<file path="config.mk">
export PLATFORM = sky130hd
export DESIGN_NAME = pe_weight_loader
export DESIGN_NICKNAME = d
export VERILOG_FILES = /design/src/rtl/pe_weight_loader_pkg.sv /design/src/rtl/pe_weight_loader.sv
export SDC_FILE = /design/constraint.sdc
export NUM_CORES = 1
export LEC_CHECK = 0
export ABC_AREA = 0
export BUFFER_PORTS_ARGS = -buffer_cell sky130_fd_sc_hd__buf_2
export CELL_PAD_IN_SITES_DETAIL_PLACEMENT = 1
export CELL_PAD_IN_SITES_GLOBAL_PLACEMENT = 1
export CORE_MARGIN = 3
export CORE_UTILIZATION = 29
export DETAILED_ROUTE_END_ITERATION = 6
export GPL_TIMING_DRIVEN = 0
export HOLD_SLACK_MARGIN = 0.03
export PLACE_DENSITY_LB_ADDON = 0.1
export RECOVER_POWER = 100
export SYNTH_ARGS = -nofsm -noshare
export SYNTH_HDL_FRONTEND = slang
export SYNTH_SLANG_ARGS = --single-unit
</file>
<file path="constraint.sdc">
create_clock -name clk -period 3.75 [get_ports clk]
set_clock_uncertainty 0.1 [all_clocks]
set_input_delay 0.1875 -clock clk [delete_from_list [all_inputs] [get_ports clk]]
set_output_delay 0.1875 -clock clk [all_outputs]
set_load 0.01 [all_outputs]
</file>
<file path="src/rtl/pe_weight_loader_pkg.sv">
// Shared types and helpers for the PE weight loader: FSM state encoding,
// default PE-array geometry and the num_pe configuration mapping.
package pe_pkg;

  typedef enum logic [0:0] {
    IDLE = 1'b0,
    LOAD = 1'b1
  } loader_state_t;

  localparam int PE_ADDR_WIDTH = 3;
  localparam int NUM_PE        = 1 << PE_ADDR_WIDTH;

  // A configured PE count of zero stands for the full array.
  function automatic int unsigned eff_num_pe(input int unsigned cfg, input int unsigned addr_width);
    if (cfg == 32'd0) begin
      return 32'd1 << addr_width;
    end else begin
      return cfg;
    end
  endfunction

endpackage

</file>
<file path="src/rtl/pe_weight_loader.sv">
// Weight-stream sequencer feeding the PE binary decoder: assigns each accepted
// word a PE index and depth slot (PE-fastest) and drives a registered write bus.
module pe_weight_loader
  import pe_pkg::*;
#(
  parameter int ADDR_WIDTH = PE_ADDR_WIDTH,
  parameter int DATA_WIDTH = 8,
  parameter int SLOT_WIDTH = 4
) (
  input  logic                  clk,
  input  logic                  rst,
  input  logic                  start,
  input  logic                  abort,
  input  logic [ADDR_WIDTH:0]   cfg_num_pe,
  input  logic [SLOT_WIDTH:0]   cfg_depth,
  input  logic                  s_valid,
  output logic                  s_ready,
  input  logic [DATA_WIDTH-1:0] s_data,
  output logic                  wr_en,
  output logic [ADDR_WIDTH-1:0] wr_addr,
  output logic [DATA_WIDTH-1:0] wr_data,
  output logic [SLOT_WIDTH-1:0] wr_slot,
  output logic                  busy,
  output logic                  done
);

  localparam int AW1 = ADDR_WIDTH + 1;
  localparam int SW1 = SLOT_WIDTH + 1;

  loader_state_t         state_r, state_nxt_s;
  logic [ADDR_WIDTH:0]   num_pe_r;
  logic [SLOT_WIDTH:0]   depth_r;
  logic [ADDR_WIDTH-1:0] pe_cnt_r, pe_cnt_nxt_s;
  logic [SLOT_WIDTH-1:0] slot_cnt_r, slot_cnt_nxt_s;
  logic [ADDR_WIDTH:0]   cfg_num_pe_eff_s;
  logic                  accept_s, pe_wrap_s, last_beat_s;
  logic                  start_load_s, start_empty_s, last_accept_s;
  logic                  wr_en_r, done_r;
  logic [ADDR_WIDTH-1:0] wr_addr_r;
  logic [DATA_WIDTH-1:0] wr_data_r;
  logic [SLOT_WIDTH-1:0] wr_slot_r;

  assign cfg_num_pe_eff_s = AW1'(eff_num_pe(32'(cfg_num_pe), ADDR_WIDTH));

  // Abort must block the handshake in the same cycle, so ready is combinational.
  assign s_ready  = (state_r == LOAD) && !abort;
  assign accept_s = s_valid && s_ready;

  // Compares run one bit wider than the counters so num_pe-1 cannot wrap.
  assign pe_wrap_s   = ({1'b0, pe_cnt_r} == (num_pe_r - AW1'(1)));
  assign last_beat_s = pe_wrap_s && ({1'b0, slot_cnt_r} == (depth_r - SW1'(1)));

  // Next-state and counter sequencing; abort overrides start and acceptance.
  always_comb begin
    state_nxt_s    = state_r;
    pe_cnt_nxt_s   = pe_cnt_r;
    slot_cnt_nxt_s = slot_cnt_r;
    start_load_s   = 1'b0;
    start_empty_s  = 1'b0;
    last_accept_s  = 1'b0;
    if (abort) begin
      state_nxt_s    = IDLE;
      pe_cnt_nxt_s   = {ADDR_WIDTH{1'b0}};
      slot_cnt_nxt_s = {SLOT_WIDTH{1'b0}};
    end else begin
      case (state_r)
        IDLE: begin
          if (start) begin
            if (cfg_depth != {SW1{1'b0}}) begin
              start_load_s   = 1'b1;
              state_nxt_s    = LOAD;
              pe_cnt_nxt_s   = {ADDR_WIDTH{1'b0}};
              slot_cnt_nxt_s = {SLOT_WIDTH{1'b0}};
            end else begin
              start_empty_s = 1'b1;
            end
          end else begin
            state_nxt_s = IDLE;
          end
        end
        LOAD: begin
          if (accept_s) begin
            if (last_beat_s) begin
              state_nxt_s    = IDLE;
              pe_cnt_nxt_s   = {ADDR_WIDTH{1'b0}};
              slot_cnt_nxt_s = {SLOT_WIDTH{1'b0}};
              last_accept_s  = 1'b1;
            end else if (pe_wrap_s) begin
              pe_cnt_nxt_s   = {ADDR_WIDTH{1'b0}};
              slot_cnt_nxt_s = slot_cnt_r + SLOT_WIDTH'(1);
            end else begin
              pe_cnt_nxt_s = pe_cnt_r + ADDR_WIDTH'(1);
            end
          end else begin
            state_nxt_s = LOAD;
          end
        end
        default: begin
          state_nxt_s    = IDLE;
          pe_cnt_nxt_s   = {ADDR_WIDTH{1'b0}};
          slot_cnt_nxt_s = {SLOT_WIDTH{1'b0}};
        end
      endcase
    end
  end

  // State, configuration latch and registered write bus.
  always_ff @(posedge clk) begin
    if (rst) begin
      state_r    <= IDLE;
      num_pe_r   <= {AW1{1'b0}};
      depth_r    <= {SW1{1'b0}};
      pe_cnt_r   <= {ADDR_WIDTH{1'b0}};
      slot_cnt_r <= {SLOT_WIDTH{1'b0}};
      wr_en_r    <= 1'b0;
      wr_addr_r  <= {ADDR_WIDTH{1'b0}};
      wr_data_r  <= {DATA_WIDTH{1'b0}};
      wr_slot_r  <= {SLOT_WIDTH{1'b0}};
      done_r     <= 1'b0;
    end else begin
      state_r    <= state_nxt_s;
      pe_cnt_r   <= pe_cnt_nxt_s;
      slot_cnt_r <= slot_cnt_nxt_s;
      if (start_load_s) begin
        num_pe_r <= cfg_num_pe_eff_s;
        depth_r  <= cfg_depth;
      end
      wr_en_r <= accept_s;
      if (accept_s) begin
        wr_addr_r <= pe_cnt_r;
        wr_data_r <= s_data;
        wr_slot_r <= slot_cnt_r;
      end
      done_r <= last_accept_s || start_empty_s;
    end
  end

  assign wr_en   = wr_en_r;
  assign wr_addr = wr_addr_r;
  assign wr_data = wr_data_r;
  assign wr_slot = wr_slot_r;
  assign busy    = (state_r == LOAD);
  assign done    = done_r;

endmodule

</file>
### Word-level counts from Yosys, hierarchy flattened

Index checks and enable logic that the tools add are counted.

| cells by class | value |
|---|---|
| add/subtract/negate cells | 4 |
| equal/unequal tests | 6 |
| multiplexer cells | 28 |
| bitwise logic cells | 1 |
| reduce and logical (&&, ||, !) cells | 10 |

Operators by type and width:

| cell | number |
|---|---|
| $mux W4 | 6 |
| $mux W3 | 5 |
| $mux W1 | 14 |
| $pmux W4 S2 | 1 |
| $pmux W3 S2 | 1 |
| $eq A4 B5 Y1 | 1 |
| $reduce_bool A5 Y1 | 1 |
| $sub A5 B1 Y5 const B | 1 |
| $add A4 B1 Y4 const B | 1 |
| $eq A3 B4 Y1 | 1 |
| $logic_not A4 Y1 | 1 |
| $ne A2 B2 Y1 const B | 2 |
| $reduce_and A4 Y1 | 1 |
| $sub A4 B1 Y4 const B | 1 |
| $add A3 B1 Y3 const B | 1 |
| $logic_and A1 B1 Y1 | 3 |
| $ne A3 B1 Y1 const B | 1 |
| $reduce_and A3 Y1 | 1 |
| $ne A2 B1 Y1 const B | 1 |
| $pmux W1 S2 | 1 |
| $reduce_or A2 Y1 | 1 |
| $logic_not A1 Y1 | 1 |
| $logic_or A1 B1 Y1 | 1 |
| $not A1 Y1 | 1 |

| word-level totals | value |
|---|---|
| register bits after elaboration | 34 |
| input bits | 22 |
| output and inout bits | 19 |
| logic and storage cells | 59 |

### Depth between registers and ports, before layout

| depth | value |
|---|---|
| depth in word-level cells | 8 |
| mapped depth | 8 |
| gate-level depth less buffers | 8 |

### Worst setup path after synthesis

OpenSTA, ideal clock, no wires.

| path | value |
|---|---|
| path kind | reg-to-reg |
| start | register num_pe_r[0] |
| end | register slot_cnt_r[2] |
| setup time | 0.086 ns |
| data arrival time | 1.728 ns |
| data required time | 3.564 ns |
| slack | 1.837 ns |
| stages on the path, launching flop included | 9 |
| path buffers | 0 |
| clock period less this slack | 1.913 ns |
| cells stage by stage | dfxtp_1 inv_1 ha_1 xor2_1 o211ai_1 nor3_4 nand4b_1 mux2_2 a211oi_1 |

| on the way | value |
|---|---|
| word-level cells in the longest chain between the ends | 6 |
| elaborated cells between the ends (all ways) | 8 |
| classes of those cells | add/sub (1); eq/ne (2); mux (3); reduce/logical (2) |

Ends and longest elaborated chain:

| item | line | RTL |
|---|---|---|
| from (decl) | pe_weight_loader.sv:31 | `logic [ADDR_WIDTH:0] num_pe_r;` |
| from (signal assigned) | pe_weight_loader.sv:111 | `num_pe_r <= {AW1{1'b0}};` |
| from (signal assigned) | pe_weight_loader.sv:125 | `num_pe_r <= cfg_num_pe_eff_s;` |
| $sub A4 B1 Y4 (*) | pe_weight_loader.sv:50 | `assign pe_wrap_s = ({1'b0, pe_cnt_r} == (num_pe_r - AW1'(1)));` |
| $eq A3 B4 Y1 (*) | pe_weight_loader.sv:50 |  |
| $logic_and A1 B1 Y1 | pe_weight_loader.sv:51 | `assign last_beat_s = pe_wrap_s && ({1'b0, slot_cnt_r} == (depth_r - SW1'(1)));` |
| $mux W4 | pe_weight_loader.sv:83 | `if (last_beat_s) begin` |
| $mux W4 | pe_weight_loader.sv:82 | `if (accept_s) begin` |
| $pmux W4 S2 | pe_weight_loader.sv:66 | `case (state_r)` |
| to (signal assigned) | pe_weight_loader.sv:114 | `slot_cnt_r <= {SLOT_WIDTH{1'b0}};` |
| to (signal assigned) | pe_weight_loader.sv:123 | `slot_cnt_r <= slot_cnt_nxt_s;` |
| to (decl) | pe_weight_loader.sv:34 | `logic [SLOT_WIDTH-1:0] slot_cnt_r, slot_cnt_nxt_s;` |

Mark *: on every way between the ends. The rest lies on a longest branch, timed or not. The select of a mux whose other input is x is not followed.
A chain may end at the register's enable or synchronous reset.

### Worst setup path after layout

| path | value |
|---|---|
| start | register num_pe_r[0] |
| end | register slot_cnt_r[3] |

Same word-level chain as after synthesis.

==> results.cfg <==
[route]
drt-initial-drc-count = 32
vias = 1406
wl_per_cell_microns = 14.10
ant_nets = 0
wirelength_mm = 4.102
vias_per_cell = 4.832
firstDrtPassIters = 3
route.detailed.drc = 0

[finish]
nets = 251
fin_cells = 291
final_core_util_pct = 37.69
final_common_cell = nand2_1
layout_common_cells = nand2_1 (39), dfxtp_1 (34), clkbuf_1 (27)
drive_above_1_share_pct = 14.29
syn2layout_area_growth_pct = 21.59
num_antenna_cells = 0

[floorplanning]
start_util_pct = 31.00
ios = 41
core_sq_mm = 0.004880
dieHeight_microns = 78.23
rows = 25
die_x_microns = 78.23
dieArea_sq_mm = 0.006119

[grt]
grt_start_max_net_pins = 11
grt_antenna_before_repair = 0
grt_pass1_wl_mm = 6.803
grt_pass1_vias = 1483
gr-total-overflow = 0
track_usage_pct = 14.15

[setup_path]
crit_chain = inv_1 > ha_1 > xor2_1 > o211ai_1 > nor3_1 > nor3b_1 > a21o_1 > a22o_1
cp_slowest_cell = nor3b_1
crit_fanout = 5
critPathKind = reg2reg
critPathArrivalTime_ps = 2540
startpoint_type = register
required_ps = 3880
end_kind = register
critPathMaxStageDelay_ps = 470
r2r_slack_ps = 1340

[logic_synthesis]
synth-compound-area-share_pct = 13.98
muxShareOfSynthArea_pct = 4.136
netlist-cell-type-count = 35
synth_top_family_by_area = simple AND/OR/NAND/NOR gates
avgSynthCellArea_sq_um = 8.498
syn_inst = 178
syn_nets = 204
synth-seq-cells = 34
synthAdderAreaFrac_pct = 3.309
synth_area_sq_mm = 0.001513
synth_xor_area_share_pct = 5.790
synth_warnings = 0
seq_area_frac_synth_pct = 45.00
synthSimpleGateAreaFrac_pct = 24.57

[power_and_ir_drop]
seq_power_share_pct = 53.0
peakVddDrop_mv = 0.1215
switching_share_pct = 24.03
pwr_density_cell_mw_per_mm2 = 385.8
p_sw_mw = 0.1705
p_leak_nw = 0.7179
p_comb_share_pct = 9.4
p_clk_share_pct = 37.7
p_int_mw = 0.5391

[clocking]
cts_setup_buffers = 0
h-tree-depth = 2
ctsResizeCount = 0
clock-sinks = 34
clk_latency_ps = 280
cts-hold-fix-buffers = 0
clock_path_buffers = 2
path_clk_slew_ps = 70
cts_made_buffers = 5
tritoncts = done
clockRootBuffer = clkbuf_8

[sta]
timing.hold.ws_ps = 43.77
fin_ws_ps = 1344
setup_viol = 0
slew_headroom_pct = 64.19
finalCriticalPeriod_ps = 2406
post-route-period-util_pct = 64.15
worst_pin_slew_ps = 532.3
rsz0062_at_grt = no
tns_ps = 0
maxSlewViolCount = 0
fmax_mhz = 415.7
finalHoldViolations = 0

[place]
place_ws_ps = 1579
gp_congestion = 0.7357
placed_cells = 285
io_buffers = 40
dpl.hpwl_mm = 3.232

[run_status]
status = finished clean

[flow_run]
max_cap_viol_count = 0

[worst_hold_path]
hp-class = in2reg
## stage by stage
step | power [mW] | area (sq um)
after floorplan | 0.4236 | 1513
after global placement | 0.4482 | 1797
after detailed placement | 0.4531 | 1797
after CTS | 0.7241 | 1879
after global routing | 0.7446 | 1839
final | 0.7095 | 1839
## routing by layer
metal	share of wire, %	track usage (%)	up-vias
met5	0	0	-
met2	52	25.86	19
li1	-	-	699
met4	1.6	5.245	0
met3	3.8	4.128	7
met1	43	15.35	681
## registers in the layout, indices dropped and copies added, names as in the netlist
signal,flops
busy,1
depth_r,5
done,1
num_pe_r,4
pe_cnt_r,3
slot_cnt_r,4
wr_addr,3
wr_data,8
wr_en,1
wr_slot,4
## cells in the mapped netlist
library cell  number  area share [%]
nor3_1             3            0.99
nor4_1             1            0.41
a22oi_1            3             1.5
dfxtp_1           34              45
mux2_2             2             1.5
nor2_1            17             4.2
o211ai_1           1            0.50
a21o_1             1            0.50
a211oi_1           1            0.50
mux2i_1            4             2.6
inv_1              5             1.2
a22o_1             2             1.2
nand2b_1           1            0.41
o32ai_1            1            0.58
or2_1              1            0.41
ha_1               4             3.3
nand3b_1           1            0.50
nor4_2             1            0.83
nand2_1           39             9.7
nand3_1            2            0.66
or2_2              1            0.41
nor2b_1            2            0.83
and2_1             1            0.41
clkbuf_1           8             2.0
o311ai_0           1            0.58
nor3b_2            1            0.83
nor3_4             1             1.1
or4b_1             1            0.66
o211a_2            1            0.66
xor2_1             7             4.1
xnor2_1            3             1.7
or4_1              1            0.50
a21oi_1           22             7.3
o2111a_1           1            0.74
nand4b_1           3             1.7
## cells by family (layout without fill, tap and decap cells)
| group | count (synthesis) | in the layout |
|---|---|---|
| compound gates | 34 | 34 |
| buf+inv | 13 | 59 |
| simple gates | 77 | 77 |
| mux | 6 | 6 |
| flops | 34 | 34 |
| fa+ha+maj | 4 | 4 |
| xor+xnor | 10 | 10 |
## final timing paths
| check | from | end | cells after the start |
|---|---|---|---|
| max | num_pe_r[0]$_SDFFE_PP0P_ | slot_cnt_r[3]$_SDFFE_PP0P_ | 8 |
| min | s_data[1] | wr_data[1]$_SDFFE_PP0P_ | 3 |
| max reg2reg | num_pe_r[0]$_SDFFE_PP0P_ | slot_cnt_r[3]$_SDFFE_PP0P_ | 8 |
| min reg2reg | wr_slot[3]$_SDFFE_PP0P_ | wr_slot[3]$_SDFFE_PP0P_ | 2 |
## power groups by stage
stage	Sequential, mW	Clock, mW	Combinational (mW)
6_report	0.376	0.267	0.0666
5_1_grt	0.377	0.293	0.0749
4_1_cts	0.376	0.279	0.0694
3_5_place_dp	0.384	0	0.0690
3_3_place_gp	0.384	0	0.0647
2_1_floorplan	0.383	0	0.0410
## final cells by class
| class | instances | area, sq um |
|---|---|---|
| sequential | 34 | 680.7 |
| multi-input combinational | 131 | 767.0 |
| clock buffer | 6 | 82.58 |
| tap | 67 | 83.83 |
| fill | 647 | 3040 |
| inverter | 5 | 18.77 |
| buffer | 8 | 30.03 |
| timing repair buffer | 40 | 176.4 |
## critical path, delay by kind of cell, from the launching register on
family | cells | cell delay [ps]
compound gates | 3 | 440
xor+xnor | 1 | 140
fa+ha+maj | 1 | 300
buf+inv | 1 | 70
flops | 1 | 410
simple gates | 2 | 910
Power figures use the tool's default switching activity.
